===== config.mk =====
export PLATFORM = sky130hd
export DESIGN_NAME = regfile_write_buffer
export DESIGN_NICKNAME = d
export VERILOG_FILES = /design/src/rtl/regfile_pkg.sv /design/src/rtl/wb_fifo.sv /design/src/rtl/regfile_write_buffer.sv
export SDC_FILE = /design/constraint.sdc
export NUM_CORES = 1
export LEC_CHECK = 0
export BUFFER_PORTS_ARGS = -buffer_cell sky130_fd_sc_hd__buf_4
export CORE_MARGIN = 2
export CORE_UTILIZATION = 40
export DETAILED_ROUTE_END_ITERATION = 16
export PLACE_DENSITY_LB_ADDON = 0.12
export SYNTH_ARGS = -nofsm -noshare
export SYNTH_HDL_FRONTEND = slang
export SYNTH_SLANG_ARGS = --single-unit

===== constraint.sdc =====
create_clock -name Clk -period 6.5 [get_ports Clk]
set_clock_uncertainty 0.2 [all_clocks]
set_input_delay 0.325 -clock Clk [delete_from_list [all_inputs] [get_ports Clk]]
set_output_delay 0.325 -clock Clk [all_outputs]
set_load 0.005 [all_outputs]

===== src/rtl/regfile_pkg.sv =====
// regfile_pkg: shared register-file widths and the write-back entry type
package regfile_pkg;
  localparam int REG_ADDR_W = 5;
  localparam int REG_DATA_W = 32;
  localparam int ZERO_REG = 0;
  typedef struct packed {
    logic [REG_ADDR_W-1:0] rd;
    logic [REG_DATA_W-1:0] data;
  } wb_entry_t;
endpackage


===== src/rtl/wb_fifo.sv =====
// wb_fifo: circular FIFO with ordered dual push (push0 before push1) and single pop
module wb_fifo #(
  parameter int DEPTH = 4,
  parameter int W = 37,
  localparam int PW = $clog2(DEPTH),
  localparam int CW = $clog2(DEPTH + 1)
) (
  input  logic          clk,
  input  logic          rst,
  input  logic          push0_i,
  input  logic [W-1:0]  din0_i,
  input  logic          push1_i,
  input  logic [W-1:0]  din1_i,
  input  logic          pop_i,
  output logic [W-1:0]  mem_o [DEPTH],
  output logic [DEPTH-1:0] valid_o,
  output logic [PW-1:0] head_o,
  output logic [CW-1:0] count_o
);
  logic [W-1:0] mem_q [DEPTH];
  logic [PW-1:0] head_q, head_d, tail_q, tail_d, off;
  logic [CW-1:0] count_q, count_d;
  always_comb begin
    head_d = head_q + PW'(pop_i);
    tail_d = tail_q + PW'(push0_i) + PW'(push1_i);
    count_d = count_q + CW'(push0_i) + CW'(push1_i) - CW'(pop_i);
    off = '0;
    valid_o = '0;
    for (int i = 0; i < DEPTH; i++) begin
      off = PW'(i) - head_q;
      valid_o[i] = CW'(off) < count_q;
    end
  end
  always_ff @(posedge clk) begin
    if (rst) begin
      head_q <= '0;
      tail_q <= '0;
      count_q <= '0;
    end else begin
      if (push0_i || push1_i) mem_q[tail_q] <= push0_i ? din0_i : din1_i;
      if (push0_i && push1_i) mem_q[tail_q + PW'(1)] <= din1_i;
      head_q <= head_d;
      tail_q <= tail_d;
      count_q <= count_d;
    end
  end
  assign mem_o = mem_q;
  assign head_o = head_q;
  assign count_o = count_q;
endmodule


===== src/rtl/regfile_write_buffer.sv =====
// regfile_write_buffer: queues ALU/load write-backs ahead of the regfile write port and flags read hazards
// Optional REGFILE_WB_FORWARD_EN adds FwdData1/FwdData2 carrying the youngest matching queued data.
module regfile_write_buffer import regfile_pkg::*; #(
  parameter int DEPTH = 4,
  parameter int ADDR_WIDTH = REG_ADDR_W,
  parameter int DATA_WIDTH = REG_DATA_W,
  localparam int CW = $clog2(DEPTH + 1)
) (
  input  logic                  Clk,
  input  logic                  Reset,
  input  logic                  AluValid,
  input  logic [ADDR_WIDTH-1:0] AluReg,
  input  logic [DATA_WIDTH-1:0] AluData,
  output logic                  AluReady,
  input  logic                  MemValid,
  input  logic [ADDR_WIDTH-1:0] MemReg,
  input  logic [DATA_WIDTH-1:0] MemData,
  output logic                  MemReady,
  output logic [ADDR_WIDTH-1:0] WriteRegister,
  output logic [DATA_WIDTH-1:0] WriteData,
  output logic                  RegWrite,
  input  logic [ADDR_WIDTH-1:0] ReadRegister1,
  input  logic [ADDR_WIDTH-1:0] ReadRegister2,
  output logic                  Pending1,
  output logic                  Pending2,
  output logic [CW-1:0]         Count
`ifdef REGFILE_WB_FORWARD_EN
  ,
  output logic [DATA_WIDTH-1:0] FwdData1,
  output logic [DATA_WIDTH-1:0] FwdData2
`endif
);
  localparam int W = ADDR_WIDTH + DATA_WIDTH;
  localparam int PW = $clog2(DEPTH);
  localparam logic [ADDR_WIDTH-1:0] ZERO_A = ADDR_WIDTH'(ZERO_REG);
  logic [W-1:0] ents [DEPTH];
  logic [W-1:0] head;
  logic [DEPTH-1:0] valid;
  logic [PW-1:0] head_ptr;
  logic [CW-1:0] cnt, free;
  logic nonempty, push_mem, push_alu;
  wb_fifo #(.DEPTH(DEPTH), .W(W)) u_fifo (
    .clk(Clk), .rst(Reset),
    .push0_i(push_mem), .din0_i({MemReg, MemData}),
    .push1_i(push_alu), .din1_i({AluReg, AluData}),
    .pop_i(nonempty),
    .mem_o(ents), .valid_o(valid), .head_o(head_ptr), .count_o(cnt)
  );
  // The head pops every cycle, so its slot is already free for this cycle's pushes
  always_comb begin
    head = ents[head_ptr];
    nonempty = cnt != '0;
    free = CW'(DEPTH) - cnt + CW'(nonempty);
    MemReady = !Reset && free != '0;
    AluReady = !Reset && (free >= CW'(2) || (free != '0 && !MemValid));
    push_mem = MemValid && MemReady && MemReg != ZERO_A;
    push_alu = AluValid && AluReady && AluReg != ZERO_A;
    RegWrite = !Reset && nonempty;
    WriteRegister = RegWrite ? head[W-1 -: ADDR_WIDTH] : '0;
    WriteData = RegWrite ? head[DATA_WIDTH-1:0] : '0;
    Count = Reset ? '0 : cnt;
    Pending1 = 1'b0;
    Pending2 = 1'b0;
    for (int i = 0; i < DEPTH; i++) begin
      if (valid[i] && !Reset && ents[i][W-1 -: ADDR_WIDTH] == ReadRegister1 && ReadRegister1 != ZERO_A) Pending1 = 1'b1;
      if (valid[i] && !Reset && ents[i][W-1 -: ADDR_WIDTH] == ReadRegister2 && ReadRegister2 != ZERO_A) Pending2 = 1'b1;
    end
  end
`ifdef REGFILE_WB_FORWARD_EN
  logic [PW-1:0] idx;
  // Walk oldest to youngest so the last match wins
  always_comb begin
    FwdData1 = '0;
    FwdData2 = '0;
    idx = '0;
    for (int k = 0; k < DEPTH; k++) begin
      idx = head_ptr + PW'(k);
      if (!Reset && CW'(k) < cnt && ents[idx][W-1 -: ADDR_WIDTH] == ReadRegister1 && ReadRegister1 != ZERO_A) FwdData1 = ents[idx][DATA_WIDTH-1:0];
      if (!Reset && CW'(k) < cnt && ents[idx][W-1 -: ADDR_WIDTH] == ReadRegister2 && ReadRegister2 != ZERO_A) FwdData2 = ents[idx][DATA_WIDTH-1:0];
    end
  end
`endif
endmodule


==> results of run 1 <==
cell families after synthesis:
group,Yosys count,share of synthesized area [%]
multiplexers,38,8.82
adder cells (fa/ha/maj),11,1.67
flip-flops,155,47.9
AO/OA/AOI/OAI,250,19.6
AND/OR/NAND/NOR,217,12.5
buffers and inverters,92,4.95
XOR/XNOR,47,4.57
what timing repair did:
item                                   CTS  global route
setup buffers                            0             0
endpoints found under the hold margin    1             0
hold buffers                             1             0
routing by layer:
| layer | track usage [%] | vias up | wire length (µm) |
|---|---|---|---|
| met5 | 0 | - | 0 |
| met4 | 7.55 | 0 | 509 |
| met3 | 5.90 | 38 | 2690 |
| met2 | 39.9 | 433 | 15300 |
| met1 | 31.1 | 3940 | 12400 |
| li1 | - | 3423 | - |
flip-flops by register name, indices dropped and copies added, names as in the netlist:
| signal | count |
|---|---|
| u_fifo.head_o | 2 |
| u_fifo.tail_q | 2 |
| u_fifo.mem_o | 148 |
| u_fifo.count_o | 3 |
power by group:
group          total (mW)  switching, mW  internal (mW)
logic                2.08           1.12          0.967
clock network       0.948          0.393          0.555
registers            1.71          0.255           1.45
total                4.74           1.76           2.98
placed cells by master, fill, tap and decap left out, types with 3 or more instances in the layout:
| cell | synthesis | layout |
|---|---|---|
| edfxtp_1 | 148 | 148 |
| buf_4 | 9 | 145 |
| a21oi_1 | 82 | 82 |
| o22ai_1 | 78 | 78 |
| or3_1 | 73 | 73 |
| o221a_2 | 72 | 72 |
| nor2_1 | 57 | 56 |
| and2_1 | 38 | 38 |
| mux4_2 | 37 | 37 |
| xnor2_1 | 26 | 26 |
| xor2_1 | 19 | 19 |
| clkbuf_16 | 0 | 17 |
| inv_1 | 11 | 10 |
| nand2_1 | 9 | 9 |
| nor4_1 | 9 | 9 |
| nor3_1 | 8 | 8 |
| nand3_1 | 10 | 8 |
| ha_1 | 8 | 8 |
| dfxtp_1 | 7 | 5 |
| nor2b_1 | 3 | 3 |
| o21ai_0 | 3 | 3 |
| nor2_4 | 0 | 3 |
| fa_1 | 3 | 3 |
| clkbuf_1 | 37 | 3 |
area by class of cell:
type	count	area share, %
clock buffers	20	3.88
clock inverters	9	0.900
flip-flops and latches	155	40.7
multi-input cells	563	40.7
inverters	14	0.533
repair buffers	146	9.75
well taps	319	3.54
how the worst min path moves through the flow:
| stage | to | cells past startpoint |
|---|---|---|
| after floorplan | u_fifo.count_o[1] | 1 |
| after global placement | u_fifo.mem_o[4] | 1 |
| after detailed placement | u_fifo.mem_o[0] | 1 |
| after CTS | u_fifo.mem_o[48] | 3 |
| after global routing | u_fifo.mem_o[89] | 2 |
| final | u_fifo.mem_o[130] | 3 |
worst reg2reg max path: stages, from the launching register on:
cell,delay (ps)
dfxtp_1,400
nor3_1,500
ha_1,250
inv_1,40
ha_1,200
xor2_2,250
o311a_1,290
nand4_1,340
o21a_1,290
nor2_4,490
buf_4,440
o221a_2,270
==> reports/metrics.csv, run 1 <==
stage,metric,value,unit
routing,WL final,30.9,mm
place,I/O Buffers,132,
synthesis,"FFs w/ async S/R, synth",0,%
timing,maximum clock frequency,244,MHz
place,Place WS,2420,ps
clock_tree,clock-pin slew on the worst setup and hold paths,60,ps
place,GPL Wtd Cong,0.939,
critical_path,Worst path top cell family by delay,simple AND/OR/NAND/NOR gates,
timing,final setup vio count,0,
die,core area,23500,µm²
cells_and_area,fin cells,1226,
routing,vias,7834,
die,die height,159,µm
critical_path,Crit path depth,11,
synthesis,Mapped Cells,810,
clock_tree,H-tree depth,4,
critical_path,CP endpoint kind,register,
place,area of placed instances,10700,µm²
power,P_leak,3.81,nW
timing,PnR worst setup slack,2400,ps
synthesis,top_reg_cell synth,edfxtp_1,
synthesis,sequential cell area fraction in the yosys report,47.9,%
cells_and_area,Filler cells,2114,
die,die width,159,µm
die,die area,25200,µm²
clock_tree,Num CTS Buffers,17,
clock_tree,clock tree sinks,155,
routing,DRC viols,0,
cells_and_area,ant diodes,0,
critical_path,CP peak stage delay,500,ps
clock_tree,post_cts resized,0,
grt,vias in the first global route,7912,
critical_path,Critical path buffers and inverters,2,
routing,Detail Route Antenna Nets,0,
cells_and_area,Final nets,996,
cells_and_area,synthesis-to-finish area growth,17.6,%
synthesis,Yosys warning count,0,
place,HPWL after DPL,17.9,mm
timing,Final min period,4100,ps
synthesis,Synth area leader,edfxtp_1,
critical_path,crit-path cells,"nor3_1, ha_1, inv_1, ha_1, xor2_2, o311a_1, nand4_1, o21a_1, nor2_4, buf_4, o221a_2",
min_path,Min-Delay Startpoint,MemData[19],
critical_path,FF-to-FF path depth,11,
synthesis,register bit total from synthesis,155,
grt,pin count of the biggest net entering global routing,89,
timing,WHS,70.5,ps
cells_and_area,multi-input logic area,4580,µm²
power,Total Power,4.74,mW
clock_tree,CTS tree,yes,
die,IO Pins,133,
critical_path,CP most frequent cell,ha_1,
synthesis,Synth cell types,47,
critical_path,R2R Path End,u_fifo.mem_o[28],
die,Initial Util,40.8,%
power,PwrDens,421,nW/µm²
grt,first-pass GRT wire length,47.1,mm
timing,Fin. Hold Viols,0,
flow_run,Max Cap Viol,0,
clock_tree,Root Buffer,clkbuf_16,
critical_path,worst reg2reg startpoint,u_fifo.count_o[2],
synthesis,Synth top cells by count,"148 x edfxtp_1, 82 x a21oi_1, 78 x o22ai_1",
synthesis,"EDFF count, synth",148,
critical_path,CP arrival,4190,ps
grt,initial antenna violation count,0,
grt,gr usage total,24.1,%
critical_path,WP data required,6590,ps
synthesis,Synth area leaders,"edfxtp_1 46%, mux4_2 8.7%, o221a_2 8.5%",
synthesis,most instantiated library cell after synthesis,edfxtp_1,
critical_path,Setup CP Type,reg2reg,
routing,drt pass-1 iters,5,
critical_path,worst-path maximum fanout,20,
timing,setup TNS,0,ps
grt,total gr overflow,0,
cells_and_area,Reg area,4590,µm²
timing,fin crit share,63.0,%
clock_tree,Clock Latency Late Sink,420,ps
critical_path,r2r setup slk,2400,ps
cells_and_area,layout cell share with drive strength beyond 1,33.3,%
clock_tree,maximum root-to-sink buffer count,2,
place,DP Cell Count,1196,
die,Std-Cell Rows,56,
cells_and_area,Layout Utilization,48.0,%
power,maximum vdd drop,0.181,mV
critical_path,crit path launch,u_fifo.count_o[2],
routing,DR WL/cell,25.2,µm
min_path,Hold Crit Class,in2reg,
cells_and_area,post-route design area,11300,µm²
timing,relative slew slack,31.5,%
critical_path,CP startpoint kind,register,
routing,Via density,6.39,
routing,DRT iter0 DRCs,849,
synthesis,Netlist Area Pre-Place,9580,µm²
synthesis,syn nets,909,
synthesis,syn_area_per_cell,11.8,µm²
timing,Max Slew Vio Count,0,
critical_path,Critical path destination,u_fifo.mem_o[28],
timing,RSZ-0062 raised after global routing,no,
outcome,outcome,finished clean,
timing,worst slew pin tran,1030,ps
critical_path,slowest library cell on the worst path,nor3_1,
synthesis,post-synth top area share,46.4,%
Power figures use the tool's default switching activity.
==> run 2: changes to the inputs <==
Clock period 6.5 ns to 3.3 ns, I/O delays scaled along.
==> run 2 against run 1 <==
Net effect:
- maximum frequency grew 29%
- clock-buffer cell count shrank 3
- wire length grew 4.8%
- flip-flop and latch count is the same
- sequential share of layout area shrank 5.2 points
- sequential power grew 91%
- final cell count grew 8.6%
==> reports/metrics.csv, run 2 (same netlist as run 1, synthesis figures left out) <==
stage,metric,value,unit
critical_path,R2R Path End,u_fifo.mem_o[74],
place,GPL Wtd Cong,0.828,
timing,final setup vio count,0,
place,HPWL after DPL,19.2,mm
grt,pin count of the biggest net entering global routing,149,
grt,GR Util met3,4.21,%
grt,GRT busiest layer,met2,
timing,Final min period,3190,ps
critical_path,CP endpoint kind,register,
power,Clock power frac,19.6,%
critical_path,CP arrival,3160,ps
critical_path,crit path launch,u_fifo.count_o[2],
critical_path,Worst path top cell family by delay,compound AO/OA/AOI/OAI gates,
die,die area,25200,µm²
timing,maximum clock frequency,314,MHz
timing,setup TNS,0,ps
clock_tree,CTS tree,yes,
outcome,outcome,finished clean,
place,I/O Buffers,132,
clock_tree,Root Buffer,clkbuf_16,
clock_tree,maximum root-to-sink buffer count,2,
critical_path,Crit path depth,12,
grt,vias in the first global route,8672,
critical_path,Critical path buffers and inverters,3,
die,die height,159,µm
routing,DR WL/cell,24.3,µm
min_path,Hold Crit Class,in2reg,
routing,Detail Route Antenna Nets,0,
critical_path,worst reg2reg startpoint,u_fifo.count_o[2],
power,Total Power,10.1,mW
power,sw power,3.81,mW
critical_path,slowest library cell on the worst path,o311a_4,
timing,WHS,20.6,ps
die,die width,159,µm
critical_path,FF-to-FF path depth,12,
critical_path,worst-path maximum fanout,22,
power,P_leak,4.46,nW
power,switching share of power,37.7,%
timing,PnR worst setup slack,114,ps
cells_and_area,ant diodes,0,
cells_and_area,most frequent cells in the layout,"167 x buf_4, 148 x edfxtp_1, 82 x a21oi_1",
power,Reg power frac,32.3,%
routing,DRC viols,0,
clock_tree,Clock Latency Late Sink,430,ps
cells_and_area,"leading cell type in the layout, fill and taps excluded",buf_4,
timing,fin crit share,96.5,%
power,Int Pwr,6.30,mW
power,PwrDens,783,nW/µm²
place,Place WS,60.8,ps
die,IO Pins,133,
grt,initial antenna violation count,0,
routing,vias,8258,
timing,Max Slew Vio Count,0,
clock_tree,H-tree depth,4,
die,core area,23500,µm²
critical_path,crit-path cells,"nor3_2, ha_2, inv_1, ha_1, xor2_2, buf_4, o311a_4, and2_4, xnor2_4, nand3_4, buf_4, o221a_2",
flow_run,Max Cap Viol,0,
critical_path,Setup CP Type,reg2reg,
routing,Via density,6.20,
grt,met2 usage,42.7,%
cells_and_area,synthesis-to-finish area growth,34.8,%
critical_path,WP data required,3280,ps
clock_tree,clock-pin slew on the worst setup and hold paths,80,ps
cells_and_area,layout cell share with drive strength beyond 1,34.3,%
grt,first-pass GRT wire length,51.0,mm
timing,RSZ-0062 raised after global routing,no,
routing,DRT iter0 DRCs,725,
power,Gate power share,48.1,%
power,maximum vdd drop,0.469,mV
grt,total gr overflow,0,
die,Std-Cell Rows,56,
critical_path,CP most frequent cell,buf_4,
critical_path,r2r setup slk,110,ps
routing,drt pass-1 iters,5,
grt,gr usage total,25.9,%
critical_path,CP startpoint kind,register,
cells_and_area,Final nets,1099,
critical_path,Critical path destination,u_fifo.mem_o[74],
grt,M1 GR Usage,34.6,%
die,Initial Util,40.8,%
critical_path,CP peak stage delay,330,ps
timing,worst slew pin tran,956,ps
timing,relative slew slack,36.3,%
routing,WL final,32.4,mm
cells_and_area,max FFs per register,148,
timing,Fin. Hold Viols,0,
clock_tree,clock tree sinks,155,
clock_tree,Num CTS Buffers,17,
## run 2: cell types whose count changed in the layout (fill, tap and decap cells not counted), sizes merged
cell	delta
buf	+31
dlygate4sd3	+72
clkinvlp	+1
clkbuf	-3
clkinv	-1
bufinv	-1
inv	+7
## run 2: worst min-delay path by stage
stage / start / end / slack, ps / depth (start not counted)
floorplan: Reset / u_fifo.count_o[1] / 40 / 1
global placement: Reset / u_fifo.head_o[1] / 280 / 2
detailed placement: Reset / u_fifo.head_o[1] / 270 / 2
CTS: AluReg[3] / u_fifo.mem_o[146] / 10 / 3
global route: AluReg[3] / u_fifo.mem_o[146] / 40 / 3
finish: AluReg[3] / u_fifo.mem_o[146] / 20 / 3
## run 2: final cells by class
type                       count  area [µm²]
clock buffer                  17         425
clock inverter                15         154
fill                        1999       10600
inverter                      14        66.3
multi-input combinational    563        5110
sequential                   155        4590
tap                          319         399
timing repair buffer         249        2160
## run 2: layer usage
layer,share of wire (%),up-vias
met5,0,-
met4,2.3,0
met3,7.8,70
met2,49,454
met1,41,4087
li1,-,3647
## run 2: repair_timing
item / CTS / global route
hold endpoints to repair: 151 / 0
hold buffers: 73 / 0
buffers inserted: 0 / 1
resized for setup: 0 / 4
endpoints found under the setup margin: 0 / 80
## run 2: per-stage QoR
stage	instance area [µm²]	instances	util, %
detailed placement	11600	1226	49.3
floorplan	10200	810	-
CTS	12900	1331	54.9
global placement	11600	1226	49.3
global route	12900	1332	55.0
finish	12900	1332	55.0
## run 2: power by group through the flow
stage,registers [mW],clock network [mW],logic [mW]
after floorplan,3.13,0,3.24
after global placement,3.26,0,4.67
after detailed placement,3.28,0,4.76
after CTS,3.25,2.00,4.84
after global routing,3.32,2.08,5.23
final,3.26,1.98,4.86
## run 2: tightest hold or removal path, delay by kind of cell
family          cells  cell delay, ps
compound gates      1             140
simple gates        1             110
buf+inv             1              90
==> run 3: changes to the inputs <==
Settings changed: CELL_PAD_IN_SITES_DETAIL_PLACEMENT set to 0, CELL_PAD_IN_SITES_GLOBAL_PLACEMENT set to 1.
==> run 3 against run 2 <==
Net effect:
- clock-buffer cell count unchanged
- final cell count up 0.68%
- cell area up 1.6%
- sequential power about the same
- critical path type unchanged
- highest routed layer unchanged
==> reports/metrics.csv, run 3 (same netlist as run 1, synthesis figures left out) <==
stage,metric,value,unit
critical_path,Worst path top cell family by delay,adder cells,
timing,fin crit share,97.0,%
grt,initial antenna violation count,1,
grt,first-pass GRT wire length,50.6,mm
routing,Highest Signal Layer,met4,
clock_tree,CTS tree,yes,
place,HPWL after DPL,19.9,mm
place,GPL Wtd Cong,0.881,
min_path,Min-Delay Startpoint,AluReg[3],
critical_path,worst reg2reg startpoint,u_fifo.count_o[1],
timing,PnR worst setup slack,99.7,ps
timing,WHS,79.1,ps
critical_path,worst-path maximum fanout,3,
die,die width,159,µm
grt,gr usage total,25.7,%
die,core area,23500,µm²
cells_and_area,Reg area,4590,µm²
critical_path,CP arrival,3320,ps
cells_and_area,Filler cells,1984,
power,P_leak,4.56,nW
timing,worst slew pin tran,949,ps
grt,pin count of the biggest net entering global routing,149,
grt,total gr overflow,0,
cells_and_area,multi-input logic area,5120,µm²
critical_path,crit-path cells,"nor3_2, ha_2, inv_1, ha_1, xor2_2, o311a_1, and2_4, inv_6, ha_4, fa_2, inv_2, fa_1, nor2b_1",
timing,Max Slew Vio Count,0,
critical_path,R2R Path End,u_fifo.count_o[1],
clock_tree,Clock Latency Late Sink,420,ps
routing,met1 WL,13.5,mm
critical_path,CP startpoint kind,register,
timing,relative slew slack,36.7,%
clock_tree,H-tree depth,4,
clock_tree,clock-pin slew on the worst setup and hold paths,70,ps
cells_and_area,most frequent cells in the layout,"164 x buf_4, 148 x edfxtp_1, 82 x a21oi_1",
timing,Fin. Hold Viols,0,
min_path,Hold Path Depth,3,
min_path,hold path endpoint,u_fifo.mem_o[146],
routing,drt pass-1 iters,7,
critical_path,CP peak stage delay,390,ps
place,I/O Buffers,132,
critical_path,FF-to-FF path depth,13,
die,Std-Cell Rows,56,
critical_path,CP endpoint kind,register,
outcome,outcome,finished clean,
clock_tree,Root Buffer,clkbuf_16,
cells_and_area,max FFs per register,148,
routing,Via density,6.22,
min_path,Hold Crit Class,in2reg,
routing,DR WL met2,16.1,mm
critical_path,r2r setup slk,100,ps
critical_path,Critical path buffers and inverters,3,
cells_and_area,layout cell share with drive strength beyond 1,34.9,%
routing,DR WL/cell,24.4,µm
routing,WL final,32.8,mm
timing,final setup vio count,0,
power,Total Power,10.3,mW
grt,vias in the first global route,8662,
die,die area,25200,µm²
power,maximum vdd drop,0.356,mV
timing,Final min period,3200,ps
routing,DRC viols,0,
die,die height,159,µm
clock_tree,Num CTS Buffers,17,
cells_and_area,Final nets,1107,
flow_run,Max Cap Viol,0,
timing,maximum clock frequency,312,MHz
place,Place WS,22.0,ps
cells_and_area,"leading cell type in the layout, fill and taps excluded",buf_4,
routing,vias,8342,
critical_path,slowest library cell on the worst path,fa_1,
critical_path,Setup CP Type,reg2reg,
die,IO Pins,133,
critical_path,WP data required,3420,ps
routing,Detail Route Antenna Nets,0,
clock_tree,maximum root-to-sink buffer count,2,
critical_path,crit path launch,u_fifo.count_o[1],
cells_and_area,synthesis-to-finish area growth,36.9,%
routing,routed wire length on met3,2.40,mm
routing,DRT iter0 DRCs,935,
cells_and_area,Layout Utilization,55.9,%
critical_path,Crit path depth,13,
power,PwrDens,788,nW/µm²
clock_tree,clock tree sinks,155,
die,Initial Util,40.8,%
-- run 3: routing by layer --
metal  vias to the layer above  global-route usage [%]
li1                       3662                       -
met1                      4179                    34.0
met2                       446                    42.8
met3                        55                    4.81
met4                         0                    8.34
met5                         -                       0
-- run 3: worst max-delay path by stage --
stage | to
after detailed placement | u_fifo.count_o[1]
after CTS | u_fifo.count_o[1]
after global placement | u_fifo.count_o[1]
final | u_fifo.count_o[1]
after floorplan | u_fifo.count_o[1]
after global routing | u_fifo.mem_o[122]
-- run 3: repair_timing --
action	4_1_cts	5_1_grt
buffers inserted	0	2
hold buffers	73	0
resized for setup	0	4
endpoints found under the hold margin	150	0
setup endpoints to repair	0	56
-- run 3: final cells by class --
cell class | instances | area share, %
Sequential cell | 155 | 35.0
Clock buffer | 17 | 3.24
Clock inverter | 15 | 1.20
Tap cell | 319 | 3.04
Multi-Input combinational cell | 563 | 39.0
Timing Repair Buffer | 257 | 18.0
Inverter | 14 | 0.505
Antenna cell | 1 | 0.0191
-- run 3: per-stage QoR --
stage / instance area [µm²] / TNS (ps) / instances
2_1_floorplan: 10200 / -103700 / 810
3_3_place_gp: 11800 / 0 / 1233
3_5_place_dp: 11800 / 0 / 1233
4_1_cts: 13100 / 0 / 1338
5_1_grt: 13100 / -66.3 / 1341
6_report: 13100 / 0 / 1341
-- run 3: report_power, final --
| part | switching (mW) | internal, mW |
|---|---|---|
| Clock | 0.931 | 1.07 |
| Sequential | 0.421 | 2.86 |
| Combinational | 2.51 | 2.54 |
| Total | 3.86 | 6.48 |
-- run 3: worst register-to-register path: cells and delay by family, from the launching register on --
family / cells / cell delay [ps]
compound gates: 1 / 350
flops: 1 / 340
simple gates: 3 / 550
fa+ha+maj: 5 / 1310
xor+xnor: 1 / 180
buf+inv: 3 / 160
